## src/rtl/imm_extend_pipe.sv

```systemverilog
// imm_extend_pipe: decode-stage immediate generator with a registered
// valid/ready output stage (output register plus one skid register).
// The instruction format is decoded from the opcode, and the immediate is
// sign-extended to XLEN. A sideband tag travels with each instruction.
// Optional feature: define IMM_RVC_EN to decode 16-bit compressed words.
// When it is undefined, any word with instr[1:0] != 2'b11 is reported illegal.

module imm_extend_pipe #(
  parameter int XLEN  = 32,
  parameter int TAG_W = 32
) (
  input  logic             clk,
  input  logic             reset,
  input  logic             flush,
  input  logic             in_valid,
  output logic             in_ready,
  input  logic [31:0]      in_instr,
  input  logic [TAG_W-1:0] in_tag,
  output logic             out_valid,
  input  logic             out_ready,
  output logic [XLEN-1:0]  out_imm,
  output logic [2:0]       out_fmt,
  output logic             out_illegal,
  output logic [TAG_W-1:0] out_tag
);

  localparam logic [2:0] FMT_I    = 3'b000;
  localparam logic [2:0] FMT_S    = 3'b001;
  localparam logic [2:0] FMT_B    = 3'b010;
  localparam logic [2:0] FMT_J    = 3'b011;
  localparam logic [2:0] FMT_U    = 3'b100;
  localparam logic [2:0] FMT_NONE = 3'b111;

  // Raw immediate fields in their native widths; signed so casts sign-extend
  logic signed [11:0] imm_i;
  logic signed [11:0] imm_s;
  logic signed [12:0] imm_b;
  logic signed [20:0] imm_j;
  logic signed [31:0] imm_u;

  assign imm_i = in_instr[31:20];
  assign imm_s = {in_instr[31:25], in_instr[11:7]};
  assign imm_b = {in_instr[31], in_instr[7], in_instr[30:25], in_instr[11:8], 1'b0};
  assign imm_j = {in_instr[31], in_instr[19:12], in_instr[20], in_instr[30:21], 1'b0};
  assign imm_u = {in_instr[31:12], 12'b0};

`ifdef IMM_RVC_EN
  logic signed [5:0]  c_ci;
  logic signed [11:0] c_cj;
  logic signed [8:0]  c_cb;
  logic signed [17:0] c_lui;

  assign c_ci  = {in_instr[12], in_instr[6:2]};
  assign c_cj  = {in_instr[12], in_instr[8], in_instr[10:9], in_instr[6], in_instr[7],
                  in_instr[2], in_instr[11], in_instr[5:3], 1'b0};
  assign c_cb  = {in_instr[12], in_instr[6:5], in_instr[2], in_instr[11:10],
                  in_instr[4:3], 1'b0};
  assign c_lui = {in_instr[12], in_instr[6:2], 12'b0};
`endif

  logic [XLEN-1:0] dec_imm;
  logic [2:0]      dec_fmt;
  logic            dec_ill;

  // Decode the format from the opcode and select the matching immediate
  always_comb begin
    dec_imm = '0;
    dec_fmt = FMT_NONE;
    dec_ill = 1'b1;
    if (in_instr[1:0] == 2'b11) begin
      case (in_instr[6:0])
        7'b0000011, 7'b0010011, 7'b1100111: begin
          dec_imm = XLEN'(imm_i); dec_fmt = FMT_I; dec_ill = 1'b0;
        end
        7'b0011011: begin
          if (XLEN == 64) begin
            dec_imm = XLEN'(imm_i); dec_fmt = FMT_I; dec_ill = 1'b0;
          end
        end
        7'b0100011: begin
          dec_imm = XLEN'(imm_s); dec_fmt = FMT_S; dec_ill = 1'b0;
        end
        7'b1100011: begin
          dec_imm = XLEN'(imm_b); dec_fmt = FMT_B; dec_ill = 1'b0;
        end
        7'b1101111: begin
          dec_imm = XLEN'(imm_j); dec_fmt = FMT_J; dec_ill = 1'b0;
        end
        7'b0110111, 7'b0010111: begin
          dec_imm = XLEN'(imm_u); dec_fmt = FMT_U; dec_ill = 1'b0;
        end
        7'b0110011: dec_ill = 1'b0;
        7'b0111011: begin
          if (XLEN == 64) dec_ill = 1'b0;
        end
        default: ;
      endcase
    end
`ifdef IMM_RVC_EN
    else if (in_instr[1:0] == 2'b01) begin
      case (in_instr[15:13])
        3'b000, 3'b010: begin
          dec_imm = XLEN'(c_ci); dec_fmt = FMT_I; dec_ill = 1'b0;
        end
        3'b001: begin
          // Same encoding is C.ADDIW on RV64 and C.JAL on RV32
          if (XLEN == 64) begin
            dec_imm = XLEN'(c_ci); dec_fmt = FMT_I; dec_ill = 1'b0;
          end else begin
            dec_imm = XLEN'(c_cj); dec_fmt = FMT_J; dec_ill = 1'b0;
          end
        end
        3'b101: begin
          dec_imm = XLEN'(c_cj); dec_fmt = FMT_J; dec_ill = 1'b0;
        end
        3'b110, 3'b111: begin
          dec_imm = XLEN'(c_cb); dec_fmt = FMT_B; dec_ill = 1'b0;
        end
        3'b011: begin
          if (in_instr[11:7] != 5'd2) begin
            dec_imm = XLEN'(c_lui); dec_fmt = FMT_U; dec_ill = 1'b0;
          end
        end
        default: ;
      endcase
    end
`endif
  end

  logic             or_valid, sk_valid;
  logic [XLEN-1:0]  or_imm, sk_imm;
  logic [2:0]       or_fmt, sk_fmt;
  logic             or_ill, sk_ill;
  logic [TAG_W-1:0] or_tag, sk_tag;
  logic             accept, or_free;

  assign in_ready = !reset && !sk_valid;
  assign accept   = in_valid && in_ready && !flush;
  assign or_free  = !or_valid || out_ready;

  // Occupancy of the output and skid slots; skid drains into output first
  always_ff @(posedge clk) begin
    if (reset) begin
      or_valid <= 1'b0;
      sk_valid <= 1'b0;
    end else if (flush) begin
      or_valid <= 1'b0;
      sk_valid <= 1'b0;
    end else if (or_free) begin
      or_valid <= sk_valid || accept;
      sk_valid <= 1'b0;
    end else if (accept) begin
      sk_valid <= 1'b1;
    end
  end

  // Output payload loads only when an entry moves in, so it holds under stall
  always_ff @(posedge clk) begin
    if (reset) begin
      or_imm <= '0;
      or_fmt <= '0;
      or_ill <= 1'b0;
      or_tag <= '0;
    end else if (!flush && or_free) begin
      if (sk_valid) begin
        or_imm <= sk_imm;
        or_fmt <= sk_fmt;
        or_ill <= sk_ill;
        or_tag <= sk_tag;
      end else if (accept) begin
        or_imm <= dec_imm;
        or_fmt <= dec_fmt;
        or_ill <= dec_ill;
        or_tag <= in_tag;
      end
    end
  end

  // Skid payload captures an accepted entry while the output slot is stalled
  always_ff @(posedge clk) begin
    if (reset) begin
      sk_imm <= '0;
      sk_fmt <= '0;
      sk_ill <= 1'b0;
      sk_tag <= '0;
    end else if (accept && !or_free) begin
      sk_imm <= dec_imm;
      sk_fmt <= dec_fmt;
      sk_ill <= dec_ill;
      sk_tag <= in_tag;
    end
  end

  assign out_valid   = or_valid;
  assign out_imm     = or_imm;
  assign out_fmt     = or_fmt;
  assign out_illegal = or_ill;
  assign out_tag     = or_tag;

endmodule
```

## config.mk

```make
export PLATFORM = sky130hd
export DESIGN_NAME = imm_extend_pipe
export DESIGN_NICKNAME = d
export VERILOG_FILES = /design/src/rtl/imm_extend_pipe.sv
export SDC_FILE = /design/constraint.sdc
export NUM_CORES = 1
export LEC_CHECK = 0
export ABC_AREA = 1
export CAP_MARGIN = 20
export CORE_ASPECT_RATIO = 1.25
export CORE_MARGIN = 2
export CORE_UTILIZATION = 25
export DETAILED_ROUTE_END_ITERATION = 7
export GPL_TIMING_DRIVEN = 0
export MAX_ROUTING_LAYER = met4
export SYNTH_ARGS = -nofsm -noshare
export SYNTH_HDL_FRONTEND = slang
export SYNTH_SLANG_ARGS = --single-unit
```

## constraint.sdc

```tcl
create_clock -name clk -period 1.5 [get_ports clk]
set_clock_uncertainty 0.15 [all_clocks]
set_input_delay 0.45 -clock clk [delete_from_list [all_inputs] [get_ports clk]]
set_output_delay 0.45 -clock clk [all_outputs]
set_load 0.02 [all_outputs]
```

==> results of run 1 <==
[path summary, 6_finish.rpt]
path,start,to,slack (ps)
worst max-delay path,sk_valid$_SDFFE_PP0P_,sk_tag[24]$_SDFFE_PP0P_,-310
worst min-delay path,reset,out_valid$_SDFFE_PP0N_,300
worst max register to register,sk_valid$_SDFFE_PP0P_,sk_tag[24]$_SDFFE_PP0P_,-310
worst min register to register,sk_tag[3]$_SDFFE_PP0P_,sk_tag[3]$_SDFFE_PP0P_,320
[state kept, by name, indices dropped and copies added (netlist names), 3 cells and up]
name,count
out_imm,32
out_fmt,3
sk_imm,32
sk_fmt,3
sk_tag,32
out_tag,32
[what timing repair did]
item	CTS	global route
setup buffers	36	46
cloned	16	9
endpoints found under the setup margin	207	203
pin swaps	41	48
resized for setup	788	203
[per-layer routing]
layer	global-route usage	vias to the layer above	routed length, um
met5	-	-	0
met4	0.0685	0	528
met3	0.0283	44	1510
met2	0.306	252	12400
met1	0.214	3225	9590
li1	-	3319	-
[power breakdown]
part	leakage [uW]	total (uW)	switching (uW)	internal (uW)
Sequential	0.00115	3800	60.0	3740
Clock	0.000271	4160	1950	2210
Combinational	0.00342	1080	540	543
[critical path: cells and delay by family, from the launching register on]
family,cells,cell delay [ps]
buffers and inverters,8,850
flip-flops,1,370
AND/OR/NAND/NOR,3,320
[kinds of logic after synthesis]
kind of cell    count (synthesis)
simple gates                  330
flops                         138
compound gates                258
buf+inv                       120
[layout make-up]
type | instances | area [um2] | share of cell area
inverters | 59 | 267 | 0.0242
clock buffers | 17 | 425 | 0.0386
repair buffers | 236 | 2630 | 0.239
diodes | 1 | 2.50 | 0.000227
plain buffers | 59 | 669 | 0.0607
multi-input cells | 590 | 3580 | 0.325
repair inverters | 2 | 27.5 | 0.00250
clock inverters | 15 | 149 | 0.0135
flip-flops and latches | 138 | 2870 | 0.260
well taps | 325 | 407 | 0.0369
[synthesized netlist by cell type, drive strengths merged]
cell type / number
nand4: 3
clkinv: 2
buf: 34
o21bai: 1
a21oi: 87
nor2: 122
clkbuf: 27
nand3: 30
nand2: 175
a31oi: 32
inv: 57
o21ai: 138
dfxtp: 138
[cell usage in the layout, fill, tap and decap left out, types with 15 or more instances in the layout]
cell type / n
sky130_fd_sc_hd__buf_12: 16
sky130_fd_sc_hd__nor2_1: 71
sky130_fd_sc_hd__dfxtp_2: 64
sky130_fd_sc_hd__buf_8: 15
sky130_fd_sc_hd__inv_1: 49
sky130_fd_sc_hd__clkdlybuf4s50_1: 56
sky130_fd_sc_hd__o21ai_2: 66
sky130_fd_sc_hd__nor2_4: 24
sky130_fd_sc_hd__o21ai_0: 20
sky130_fd_sc_hd__o21ai_1: 50
sky130_fd_sc_hd__a31oi_1: 30
sky130_fd_sc_hd__buf_6: 93
sky130_fd_sc_hd__a21oi_1: 44
sky130_fd_sc_hd__buf_4: 59
sky130_fd_sc_hd__nor2_2: 27
sky130_fd_sc_hd__a21oi_2: 36
sky130_fd_sc_hd__dfxtp_1: 68
sky130_fd_sc_hd__nand2_1: 153
sky130_fd_sc_hd__clkbuf_16: 26
sky130_fd_sc_hd__nand3_1: 25
[metrics by stage]
| step | area (um2) | utilization | worst slack (ps) | hold WS [ps] | TNS, ps |
|---|---|---|---|---|---|
| 5_1_grt | 11000 | 0.465 | -350 | 320 | -33570 |
| 4_1_cts | 9900 | 0.417 | -286 | 263 | -26310 |
| 3_3_place_gp | 7870 | 0.332 | -1380 | 313 | -120380 |
| 6_report | 11000 | 0.465 | -315 | 296 | -25900 |
| 2_1_floorplan | 6080 | - | -17.2 | 302 | -17.2 |
| 3_5_place_dp | 7870 | 0.332 | -1380 | 319 | -124630 |
==> run summary, run 1 <==
The flow ran to the end, but the final reports show violations. The final reports fail on setup timing. The top-level port count is 139, and the clock-pin slew of the registers on the worst-case setup and hold paths is 60 ps. The area growth from synthesis to layout is 82.2%. In this run the cell area of the synthesized design comes to 0.00605 mm2. The critical path is of the reg2reg type. Simple-gate share of the synthesized area: 0.235.

After layout, the design draws a total of 9040 uW. The fraction of final layout cells sized beyond drive strength 1 came out at 0.474. Data on the critical path is required at its endpoint by 1670 ps.

After synthesis, the netlist uses 27 different library cells. The final number of max-transition violations is 0. The run gives 152 as the total setup violations reported at the end of the flow. The post-detailed-routing wire length came out at 24100 um. Entering global routing, the biggest net connects 17 pins. In this run the worst path has a maximum fanout of 7. The floorplan step set the die width to 143 um. Number of antenna violations at the first check in global routing: 1. The sequential element share of the synthesized area was 0.457.

The signal on the critical path passes through buf_6 > buf_6 > inv_8 > nand4_4 > clkinv_4 > buf_12 > buf_6 > buf_4 > buf_8 > nor2_1 > nor2_1. The initial core utilization was 0.255. The clock latency reported for the late side of the worst-skew pair came out at 430 ps. Clock period minus final worst setup slack: 1810 ps. The analysis attributes to cell leakage a power of 0.00484 uW. The core region is 0.0237 mm2. For this design, the sink count on the clock tree is 138.

The mux contribution to synthesized area was 0. The final global-route overflow total was 0; the number of input and output port buffers inserted was 138. Final routed wire length divided by cell count: 16.7 um.

Standard cell with the maximum stage delay on the critical path: sky130_fd_sc_hd__dfxtp_4. The final non-filler cell total was 1442; the length in cells of the worst reg-to-reg path was 11. The max capacitance violation total is 0, and the flip-flop and latch count after synthesis is 138. Number of vias in the routed layout: 6840. The combinational family with the most area after synthesis was simple AND/OR/NAND/NOR gates. The number of nets in the synthesized netlist was 915.

The type of the worst min-delay path was in2reg. The first global-routing pass estimated 34100 um of wire. In this run the number of H-tree levels came out at 4. Including well taps, the total number of placed cells is 1309. The tools report the relative slew slack as 0.465. Setup repair after global routing could not meet its margin everywhere.

The floorplan has 63 rows. The kind of start point of the critical path is a flop. Buffers inserted to repair hold after CTS numbered 0. Post-layout worst setup margin: -315 ps. The library cell appearing most often on the critical path is sky130_fd_sc_hd__buf_6.

TritonCTS built the clock tree. The tree is rooted in a sky130_fd_sc_hd__clkbuf_16. The largest single stage delay on the critical path is 370 ps. The complex-gate fraction of the synthesized area was 0.221; the detailed-route vias per instance was 4.74. Share of the cycle needed by the critical path after routing: 1.21.

At the end of the flow, the number of nets in the layout was 1172. At the worst endpoint, the arrival time is 1980 ps. The number of instances on the worst hold path is 4, and the power density of the placed cells is 820 mW/mm2.

The mean cell area of the mapped netlist came out at 7.15 um2. The congestion estimate from routability-driven global placement came to 0.840. The worst-case IR drop observed on VDD is 0.726 mV.

The type of element capturing the critical path is a flop. After technology mapping, the gate count stands at 846. Ranked by total cell area, the synthesized netlist is headed by sky130_fd_sc_hd__dfxtp_1 (46%), sky130_fd_sc_hd__o21ai_0 (10%), sky130_fd_sc_hd__nand2_1 (9.6%).

Counting along the longest clock path gives a buffer depth of 2. The height of the chip is 178 um. The proportion of netlist area held by the largest area contributor is 0.457, and the residual antenna-violating net count after detailed routing is 0. Before antenna repair, the detailed router went through 5 iterations. The tools report the HPWL reported at the end of detailed placement as 14800 um. Timing would allow up to 551 MHz. Xor/xnor share of the synthesized area: 0. The run gives 428 as the DRC marker count from the first detailed-route iteration. The tools report the hold violation count in the final report as 0. The post-detailed-route DRC marker count is 0, and the CTS buffer count is 17.

For the via count of the first global-routing pass, the log shows 6396. Transition time at the pin with the least slew margin: 803 ps. The arithmetic-cell share of the synthesized area counting full adders, half adders and majority gates works out to 0. The logs give 0 for the count of synthesis-stage warnings from yosys and 0.180 for the global-route usage over all layers. The die area is 0.0255 mm2. The biggest area contributor in the post-synthesis netlist is sky130_fd_sc_hd__dfxtp_1.

After filler insertion, the fill cell instance count of the layout stands at 2235.
(Power assumes the default switching activity.)
==> run 2: changes to the inputs <==
--- a/config.mk
+++ b/config.mk
@@ -13,6 +13,7 @@
 export DETAILED_ROUTE_END_ITERATION = 7
 export GPL_TIMING_DRIVEN = 0
 export MAX_ROUTING_LAYER = met4
+export SLEW_MARGIN = 20
 export SYNTH_ARGS = -nofsm -noshare
 export SYNTH_HDL_FRONTEND = slang
 export SYNTH_SLANG_ARGS = --single-unit
==> results of run 2 <==
Same layout as run 1: the final DEF is identical, and so are final timing and power.
